$ cat src/rtl/pipe_hazard_ctrl.sv
// pipe_hazard_ctrl: central stall/flush sequencer for the 5-stage pipeline.
// Drives the enable and bubble-insert controls of the PC and the four
// pipeline registers. It resolves the following conditions:
//   - load-use hazards
//   - redirects resolved in MEM
//   - multi-cycle instruction and data memory stalls
//   - the halt drain
// It also keeps a saturating stall-cycle counter and a sticky flag that is
// set when a data-memory access times out.
module pipe_hazard_ctrl #(
  parameter int unsigned MEM_TIMEOUT = 31,  // legal range 1..255
  parameter int unsigned CNT_W       = 16
) (
  input  logic             clk,
  input  logic             rst,               // asynchronous, active-low
  input  logic [2:0]       id_rs,
  input  logic [2:0]       id_rt,
  input  logic             id_uses_rs,
  input  logic             id_uses_rt,
  input  logic [2:0]       idex_reg_wr_sel,
  input  logic             idex_mem_to_reg,
  input  logic             exmem_branch_cond,
  input  logic             exmem_mem_access,
  input  logic             exmem_dump,
  input  logic             dmem_stall,
  input  logic             dmem_done,
  input  logic             imem_stall,
  output logic             pc_en,
  output logic             ifid_en,
  output logic             idex_en,
  output logic             exmem_en,
  output logic             memwb_en,
  output logic             ifid_flush,
  output logic             idex_flush,
  output logic             exmem_flush,
  output logic             memwb_flush,
  output logic             halted,
  output logic             err,
  output logic [CNT_W-1:0] stall_count
);

  typedef enum logic [1:0] {
    S_RUN,
    S_DWAIT,
    S_DRAIN,
    S_HALT
  } state_t;

  typedef struct packed {
    logic pc;
    logic ifid;
    logic idex;
    logic exmem;
    logic memwb;
  } en_t;

  typedef struct packed {
    logic ifid;
    logic idex;
    logic exmem;
    logic memwb;
  } fl_t;

  localparam logic [8:0] TIMEOUT_LIM = 9'(MEM_TIMEOUT);

  state_t           state;
  logic [8:0]       wait_cnt;
  logic             err_q;
  logic [CNT_W-1:0] cnt_q;

  logic dstall;
  logic load_use;
  logic run_drain;
  logic count_stall;
  logic timeout;
  en_t  run_en;
  fl_t  run_fl;
  en_t  cur_en;
  fl_t  cur_fl;

  // A data access that is still busy this cycle freezes the front of the pipe.
  assign dstall   = exmem_mem_access & dmem_stall & ~dmem_done;

  // Register 0 is deliberately not special-cased; a match on r0 also stalls.
  assign load_use = idex_mem_to_reg &
                    ((id_uses_rs & (id_rs == idex_reg_wr_sel)) |
                     (id_uses_rt & (id_rt == idex_reg_wr_sel)));

  // The next wait count would hit the limit, so this DWAIT cycle gives up.
  assign timeout  = (wait_cnt + 9'd1) >= TIMEOUT_LIM;

  // Normal-flow priority chain: redirect, halt, load-use, imem stall, run.
  always_comb begin
    // NOTE: every always_comb output gets a default first so no path can infer a latch.
    run_en    = '1;
    run_fl    = '0;
    run_drain = 1'b0;
    if (exmem_branch_cond) begin
      run_fl.ifid  = 1'b1;
      run_fl.idex  = 1'b1;
      run_fl.exmem = 1'b1;
    end else if (exmem_dump) begin
      run_fl.ifid  = 1'b1;
      run_fl.idex  = 1'b1;
      run_fl.exmem = 1'b1;
      run_drain    = 1'b1;
    end else if (load_use) begin
      run_en.pc   = 1'b0;
      run_en.ifid = 1'b0;
      run_fl.idex = 1'b1;
    end else if (imem_stall) begin
      run_en.pc   = 1'b0;
      run_fl.ifid = 1'b1;
    end
  end

  // Per-state selection of the register controls presented this cycle.
  always_comb begin
    cur_en = '0;
    cur_fl = '0;
    case (state)
      S_RUN: begin
        if (dstall) begin
          cur_en.memwb = 1'b1;
          cur_fl.memwb = 1'b1;
        end else begin
          cur_en = run_en;
          cur_fl = run_fl;
        end
      end
      S_DWAIT: begin
        // The completing cycle behaves like RUN so the MEM result is captured
        // and any redirect or halt held in the frozen EX/MEM takes effect.
        if (dmem_done) begin
          cur_en = run_en;
          cur_fl = run_fl;
        end else begin
          cur_en.memwb = 1'b1;
          cur_fl.memwb = 1'b1;
        end
      end
      S_DRAIN: begin
        // Only MEM/WB advances, carrying the halt instruction into WB.
        cur_en.memwb = 1'b1;
      end
      default: begin
        // HALT: everything stays frozen until reset.
      end
    endcase
  end

  assign count_stall = ~cur_en.pc & (state != S_HALT);

  // State, wait counter, sticky error and stall counter.
  always_ff @(posedge clk or negedge rst) begin
    if (!rst) begin
      state    <= S_RUN;
      wait_cnt <= '0;
      err_q    <= 1'b0;
      cnt_q    <= '0;
    end else begin
      // NOTE: sequential state uses non-blocking assignments so every register
      // samples pre-edge values regardless of statement order.
      if (count_stall && (cnt_q != {CNT_W{1'b1}})) begin
        cnt_q <= cnt_q + CNT_W'(1);
      end
      case (state)
        S_RUN: begin
          if (dstall) begin
            state    <= S_DWAIT;
            wait_cnt <= 9'd1;
          end else if (run_drain) begin
            state <= S_DRAIN;
          end
        end
        S_DWAIT: begin
          if (dmem_done) begin
            state    <= run_drain ? S_DRAIN : S_RUN;
            wait_cnt <= '0;
          end else if (timeout) begin
            err_q <= 1'b1;
            state <= S_HALT;
          end else begin
            wait_cnt <= wait_cnt + 9'd1;
          end
        end
        S_DRAIN: state <= S_HALT;
        default: state <= S_HALT;
      endcase
    end
  end

  // Controls are forced inactive for as long as reset is held.
  assign pc_en       = rst & cur_en.pc;
  assign ifid_en     = rst & cur_en.ifid;
  assign idex_en     = rst & cur_en.idex;
  assign exmem_en    = rst & cur_en.exmem;
  assign memwb_en    = rst & cur_en.memwb;
  assign ifid_flush  = rst & cur_fl.ifid;
  assign idex_flush  = rst & cur_fl.idex;
  assign exmem_flush = rst & cur_fl.exmem;
  assign memwb_flush = rst & cur_fl.memwb;
  assign halted      = rst & (state == S_HALT);
  assign err         = err_q;
  assign stall_count = cnt_q;

endmodule

$ cat config.mk
export PLATFORM = sky130hd
export DESIGN_NAME = pipe_hazard_ctrl
export DESIGN_NICKNAME = d
export VERILOG_FILES = /design/src/rtl/pipe_hazard_ctrl.sv
export SDC_FILE = /design/constraint.sdc
export NUM_CORES = 1
export LEC_CHECK = 0
export CAP_MARGIN = 25
export CORE_MARGIN = 2
export CORE_UTILIZATION = 50
export DETAILED_ROUTE_END_ITERATION = 10
export PLACE_DENSITY = 0.94
export SLEW_MARGIN = 10
export SYNTH_ARGS = -nofsm -noshare
export SYNTH_HDL_FRONTEND = slang
export SYNTH_SLANG_ARGS = --single-unit
$ cat constraint.sdc
create_clock -name clk -period 4.2 [get_ports clk]
set_input_delay 1.05 -clock clk [delete_from_list [all_inputs] [get_ports clk]]
set_output_delay 1.05 -clock clk [all_outputs]
set_load 0.01 [all_outputs]
# [Word level (Yosys, flattened, before mapping)]
# Cells that the tools add are included.
[word_totals] ff_bits=28 in_bits=20 output_inout_bits=27 word_cells=75
[op_classes] n_addsub=2 magnitude_cmp=1 n_eq_ne=11 n_mux=31 bitwise=19 n_reduce_logical=7
[op_table] operator="2-to-1 mux 9 bit" n=3
[op_table] operator="one-hot mux 9 bit (2 select lines)" n=1
[op_table] operator="adder 16 x 1 -> 16 bit (second input constant)" n=1
[op_table] operator="bitwise AND 1 bit" n=16
[op_table] operator="2-to-1 mux 2 bit" n=8
[op_table] operator="inequality test 16 bit (second input constant)" n=1
[op_table] operator="one-hot mux 4 bit (2 select lines)" n=2
[op_table] operator="2-to-1 mux 1 bit" n=11
[op_table] operator="adder 9 x 1 -> 9 bit (second input constant)" n=1
[op_table] operator=">= comparator 9 x 5 -> 1 bit (second input constant)" n=1
[op_table] operator="2-to-1 mux 3 bit" n=3
[op_table] operator="inequality test 3 bit (second input constant)" n=3
[op_table] operator="2-to-1 mux 4 bit" n=2
[op_table] operator="equality test 3 bit" n=2
[op_table] operator="AND reduction 3 bit" n=2
[op_table] operator="equality test 2 bit (second input constant)" n=2
[op_table] operator="inequality test 2 bit (second input constant)" n=2
[op_table] operator="one-hot mux 2 bit (2 select lines)" n=1
[op_table] operator="OR reduction 3 bit" n=1
[op_table] operator="equality test 2 x 1 -> 1 bit (second input constant)" n=1
[op_table] operator="zero test 2 bit" n=1
[op_table] operator="inverter 1 bit" n=2
[op_table] operator="AND reduction 2 bit" n=1
[op_table] operator="nonzero test 2 bit" n=1
[op_table] operator="other kinds (2)" n=2

# [Logic depth before layout (Yosys ltp)]
# Gate-level depths: netlist of the first run.
[logic_depth] word_depth=12 ltp_mapped=8 mapped_depth_nobuf=8

# [Least setup slack after synthesis of the first run]
# OpenSTA, ideal clock, no wires.
[synth_timing] path_type="input -> output" startpoint="input port exmem_mem_access" endpoint="output port pc_en" arrival_ns=1.940 required_ns=3.150 setup_slack_ns=1.210 cell_stages=5 n_path_buf=0 path_cell_list="a21oi_1 o21bai_1 a21o_1 nor2_1 and2_1"
[synth_via] elab_chain_len=5
[synth_lines] element="start, declared" line_no="23" text="input logic exmem_mem_access,"
[synth_lines] element="bitwise AND 1 bit (2 in series)" line_no="82" text="assign dstall = exmem_mem_access & dmem_stall & ~dmem_done;"
[synth_lines] element="2-to-1 mux 4 bit" line_no="123" text="if (dstall) begin"
[synth_lines] element="one-hot mux 4 bit (2 select lines)" line_no="121" text="case (state)"
[synth_lines] element="bitwise AND 1 bit" line_no="194" text="assign pc_en = rst & cur_en.pc;"
[synth_lines] element="end, declared" line_no="28" text="output logic pc_en,"
# No other way between the ends.

# [Worst setup path after layout of the first run]
[layout_timing] startpoint="input port idex_reg_wr_sel[2]" endpoint="output port pc_en"
[layout_via] elab_chain_len=10 elab_cells_between_ends=13 classes_between="eq/ne: 2; mux: 6; bitwise: 5"
[layout_lines] element="start, declared" line_no="20" text="input logic [2:0] idex_reg_wr_sel,"
[layout_lines] element="equality test 3 bit (on tied branches)" line_no="86, 87"
[layout_lines] element="bitwise AND 1 bit (on tied branches)" line_no="86, 87"
[layout_lines] element="OR 1 bit *" line_no="86" text="((id_uses_rs & (id_rs == idex_reg_wr_sel)) |"
[layout_lines] element="bitwise AND 1 bit *" line_no="85" text="assign load_use = idex_mem_to_reg &"
[layout_lines] element="2-to-1 mux 1 bit *" line_no="107" text="end else if (load_use) begin"
[layout_lines] element="2-to-1 mux 2 bit *" line_no="102" text="end else if (exmem_dump) begin"
[layout_lines] element="2-to-1 mux 2 bit *" line_no="98" text="if (exmem_branch_cond) begin"
[layout_lines] element="2-to-1 mux 4 bit (on tied branches)" line_no="134, 123"
[layout_lines] element="one-hot mux 4 bit (2 select lines) *" line_no="121"
[layout_lines] element="bitwise AND 1 bit *" line_no="194"
# Mark *: on every way between the ends. The rest lies on a longest branch, timed or not.

==> results of run 1 <==
## per-stage QoR
stage	util (%)	power [mW]
after floorplan	-	0.4422
after global placement	69.21	0.5273
after detailed placement	69.21	0.5382
after CTS	70.95	0.7120
after global routing	70.95	0.7529
final	70.95	0.7122
## cells in the final DEF (no fill, tap or decap), drive strengths merged, types with 4 or more instances in the layout
master	count
clkdlybuf4s50	46
dfrtp	28
nor2	13
nand2	13
xnor2	11
xor2	11
inv	10
nand4	9
nand3	9
nor4	6
nor3	5
a21oi	4
## report_power, final
part           switching (mW)  internal, mW
Combinational          0.0823         0.102
Clock                  0.0813        0.0966
Sequential             0.0485         0.302
Total                   0.212         0.500
## cell type report
cell class | instances | area, µm²
Timing Repair Buffer | 49 | 483.0
Multi-Input combinational cell | 123 | 819.5
Fill cell | 233 | 879.6
Clock buffer | 3 | 22.52
Inverter | 10 | 37.54
Clock inverter | 1 | 30.03
Tap cell | 44 | 55.05
Sequential cell | 28 | 700.7
## cell families after synthesis
family / Yosys count / synth area share, %
adder cells (fa/ha/maj): 3 / 2.387
AO/OA/AOI/OAI: 22 / 11.46
XOR/XNOR: 22 / 12.25
flip-flops: 28 / 44.55
buffers and inverters: 12 / 3.341
multiplexers: 1 / 0.7159
AND/OR/NAND/NOR: 75 / 25.30
## worst max-delay path, stage by stage
cell and delay, ns:
clkdlybuf4s50_1 0.53, xnor2_1 0.14, nand4_1 0.13, a21oi_1 0.32, nor2_1 0.11, and2_1 0.18
clkdlybuf4s50_1 0.50
## flip-flops by register name, summed over array words and instances (netlist names)
name,cells
stall_count,16
state,2
wait_cnt,9
err,1
## routing by layer
layer | track usage [%] | vias to the layer above | share of wire (%) | wire length [µm]
met1 | 29.61 | 683 | 42 | 1657
met5 | 0 | - | 0 | 0
met3 | 4.762 | 12 | 4.9 | 192
li1 | - | 683 | - | -
met2 | 42.08 | 42 | 51 | 1989
met4 | 6.984 | 0 | 2.0 | 77
## how the worst min path moves through the flow
| stage | end | startpoint |
|---|---|---|
| finish | err | err |
| global route | err | err |
| CTS | err | err |
| detailed placement | err | err |
| global placement | err | err |
| floorplan | wait_cnt[5] | wait_cnt[5] |
==> metrics.cfg, run 1 <==
[route]
vias = 1420
drc = 0
avgRoutedWirePerCell_um = 15.18
drt-total-wl_um = 3916
vias_per_cell = 5.504
ant_nets = 0
firstDrtPassIters = 5
dr.first_iter.drc_count = 80

[timing]
hold_viol_final = 0
slew_violations = 0
final.setup_skew_ns = 0.01204
finalSetupTns_ns = 0
fin_crit_ns = 4.008
rsz0062_at_grt = no
fmax_mhz = 249.5
finalWorstSetupSlack_ns = 0.1924
min_period_over_period_pct = 95.42
tightest_slew_ns = 0.4970
setup_viol = 0
slew_headroom_pct = 66.01
hold-worst-slack_ns = 0.4981

[clocking]
cts_max_level = 1
clk_latency_ns = 0.34
clock-sinks = 28
cts_tree = done
clockBufferDepth = 2
post_cts_buffers = 0
hold_buffers = 0
cts-buffers-inserted = 3
cts_resized = 0
root_buffer = clkbuf_4
clk_pin_slew_worst_paths_ns = 0.14

[finish]
nNetsFinal = 238
final_area_mm2 = 0.002148
drive_gt1_share_pct = 7.009
antenna_cells = 0
syn2layout_area_growth_pct = 36.60
instances_no_fill = 258

[floorplan]
start_util_pct = 51.94
fp.coreArea_mm2 = 0.003028
dieWidth_um = 60.09
dieHeight_um = 60.09
die_area_mm2 = 0.003610
ios = 47
row_count = 20

[logic_synthesis]
synth_edf_count = 0
synth_ff_type = dfrtp_1
syn_inst = 163
synth_most_common_cell = dfrtp_1
synth.distinct_cells = 41
synth.area.top_cells = dfrtp_1 (45%), xnor2_1 (6.1%), xor2_1 (6.1%), nand4_1 (3.6%), nand2_1 (3.1%)
yosys_warnings = 0
synth_common_cells = dfrtp_1 (28), nand2_1 (13), nor2_1 (13)
yosys.area.top_type = dfrtp_1
synth-seq-cells = 28
ys_async_sr_fraction_pct = 100.0
synth_nets = 186
ys_seq_area_share_pct = 44.55
syn_area_mm2 = 0.001573
avgSynthCellArea_um2 = 9.649
synth_top_area_share_pct = 44.55

[worst_setup_path]
rr_startpoint = wait_cnt[0]
crit_path_end_kind = output pin
r2r_end = wait_cnt[2]
cp.required_ns = 3.15
path_max_fanout = 3
startpoint = idex_reg_wr_sel[2]
rrSetupSlack_ns = 1.47
cp-endpoint = pc_en
rr_worst_depth = 7
crit_type = in2out
cp.arrival_ns = 2.96
cp-start-kind = primary input

[min_path]
hold_depth = 1
holdCritPathClass = reg2reg

[pwr]
power_leakage_nw = 0.9428
peakVddDrop_v = 0.0002646
pwr_density_cell_mw_per_mm2 = 331.5

[global_routing]
grt_pass1_wl_um = 6548
grt_usage_pct = 23.98
grt_max_degree = 22
antenna_found_initial = 0
grt_pass1_vias = 1378
gr-total-overflow = 0

[placed_design]
dp_cells = 254
dp_slack_ns = 0.2196
portBuffers = 46
dp_hpwl_um = 2999
dpl_cell_area_mm2 = 0.002096
place_congestion = 0.8670

[status]
status = completed

[flow_run]
maxCapViolCount = 0

(Power assumes the default switching activity.)
==> run 2, diff against run 1 <==
--- a/config.mk
+++ b/config.mk
@@ -5,8 +5,7 @@
 export SDC_FILE = /design/constraint.sdc
 export NUM_CORES = 1
 export LEC_CHECK = 0
-export CAP_MARGIN = 25
-export CORE_MARGIN = 2
+export CAP_MARGIN = 15
 export CORE_UTILIZATION = 50
 export DETAILED_ROUTE_END_ITERATION = 10
 export PLACE_DENSITY = 0.94
==> run 2 against run 1 <==
  * Largest cell class unchanged
  * Worst hold slack worse by 0.011 ns
  * Critical path type unchanged
  * Largest power group unchanged
  * Flip-flop and latch count stayed put
  * Core utilization is 3.9 points higher
  * First-iteration DRC count is 33% lower
==> metrics.cfg, run 2 (synthesis results as in run 1) <==
[status]
status = completed

[clocking]
clockBufferDepth = 2
post_cts_buffers = 0
cts-buffers-inserted = 3
clk_pin_slew_worst_paths_ns = 0.15
hold_buffers = 0
cts_resized = 0
clk_latency_ns = 0.34
cts_tree = done
cts_max_level = 1
root_buffer = clkbuf_4
clock-sinks = 28

[route]
dr.first_iter.drc_count = 54
avgRoutedWirePerCell_um = 14.69
drt-total-wl_um = 3776
ant_nets = 0
firstDrtPassIters = 4
vias = 1452
drc = 0
vias_per_cell = 5.650

[finish]
largest_reg_flops = 16
syn2layout_area_growth_pct = 36.91
drive_gt1_share_pct = 7.442
nNetsFinal = 239
instances_no_fill = 257
final_cell_mix = clkdlybuf4s50_1 (46), dfrtp_1 (28), nor2_1 (13), nand2_1 (13)
mostFrequentLayoutCell = clkdlybuf4s50_1
antenna_cells = 0

[worst_setup_path]
cp.arrival_ns = 2.97
crit_chain = clkdlybuf4s50_1, xnor2_1, nand4_1, a21oi_1, nor2_1, and2_1, clkdlybuf4s50_1
crit_path_end_kind = output pin
cp_common_cell = clkdlybuf4s50_1
startpoint = idex_reg_wr_sel[1]
cp-start-kind = primary input
rr_startpoint = wait_cnt[0]
crit_type = in2out
slowest_stage = clkdlybuf4s50_1
path_max_fanout = 3
cp.required_ns = 3.15
slowest_delay_ns = 0.53

[global_routing]
met2_usage_pct = 42.04
global_route.usage.met3_pct = 4.241
met1_usage_pct = 30.22
grt_pass1_wl_um = 6320
grt-busiest-layer = met2
grt_max_degree = 17
grt_pass1_vias = 1428
gr-total-overflow = 0
grt_usage_pct = 24.49
antenna_found_initial = 0

[timing]
final.setup_skew_ns = 0.01154
slew_violations = 0
slew_headroom_pct = 56.93
setup_viol = 0
rsz0062_at_grt = no
finalSetupTns_ns = 0
hold_viol_final = 0
fin_crit_ns = 4.018
fmax_mhz = 248.9
hold-worst-slack_ns = 0.4872
min_period_over_period_pct = 95.67
tightest_slew_ns = 0.6297

[pwr]
peakVddDrop_v = 0.0002605
power_leakage_nw = 0.9476
pwr_density_cell_mw_per_mm2 = 330.8
finalPower_mw = 0.7123

[floorplan]
die_area_mm2 = 0.003374
start_util_pct = 54.68
dieWidth_um = 58.09
fp.coreArea_mm2 = 0.002877
row_count = 19
dieHeight_um = 58.09
ios = 47

[placed_design]
dp_hpwl_um = 2770
place_congestion = 0.8768
dp_cells = 253
portBuffers = 46

[flow_run]
maxCapViolCount = 0

[min_path]
holdCritPathClass = reg2reg
hp-start = err

[run 2: cell types whose count changed in the layout (fill, tap and decap cells not counted), sizes merged]
cell  before  now
buf        3    4
[run 2: final timing paths]
path                          endpoint  slack, ns  depth (start not counted)
hold reg to reg                    err       0.49                          1
min in group asynchronous  wait_cnt[6]       1.05                          2
setup / recovery                 pc_en       0.18                          7
max in group asynchronous     state[1]       2.71                          3
hold / removal                     err       0.49                          1
setup reg to reg           wait_cnt[2]       1.51                          7
[run 2: where the power goes]
| group | switching, mW | internal [mW] | total (mW) |
|---|---|---|---|
| clock | 0.0832 | 0.0966 | 0.180 |
| combinational | 0.0802 | 0.103 | 0.183 |
| sequential | 0.0476 | 0.302 | 0.350 |
[run 2: final cells by class]
| type | instances | area, µm² |
|---|---|---|
| clock buffer | 3 | 22.52 |
| clock inverter | 1 | 30.03 |
| fill | 199 | 723.2 |
| inverter | 10 | 37.54 |
| multi-input combinational | 123 | 819.5 |
| sequential | 28 | 700.7 |
| tap | 42 | 52.55 |
| timing repair buffer | 50 | 490.5 |
[run 2: critical path, delay by kind of cell]
family | cells | cell delay (ns)
buf+inv | 2 | 1.01
xor+xnor | 1 | 0.14
simple gates | 3 | 0.41
compound gates | 1 | 0.35
[run 2: metal layers]
| metal | share of wire, % | routed length (µm) |
|---|---|---|
| met1 | 43 | 1622 |
| met2 | 51 | 1937 |
| met3 | 4.3 | 162 |
| met4 | 1.5 | 55 |
| met5 | 0 | 0 |
[run 2: per-stage QoR]
step	util [%]	setup slack, ns	instance area [µm²]
floorplan	-	1.210	1573
global placement	73.03	0.3049	2101
detailed placement	73.03	0.1910	2101
CTS	74.86	0.1828	2153
global route	74.86	0.1090	2153
finish	74.86	0.1817	2153
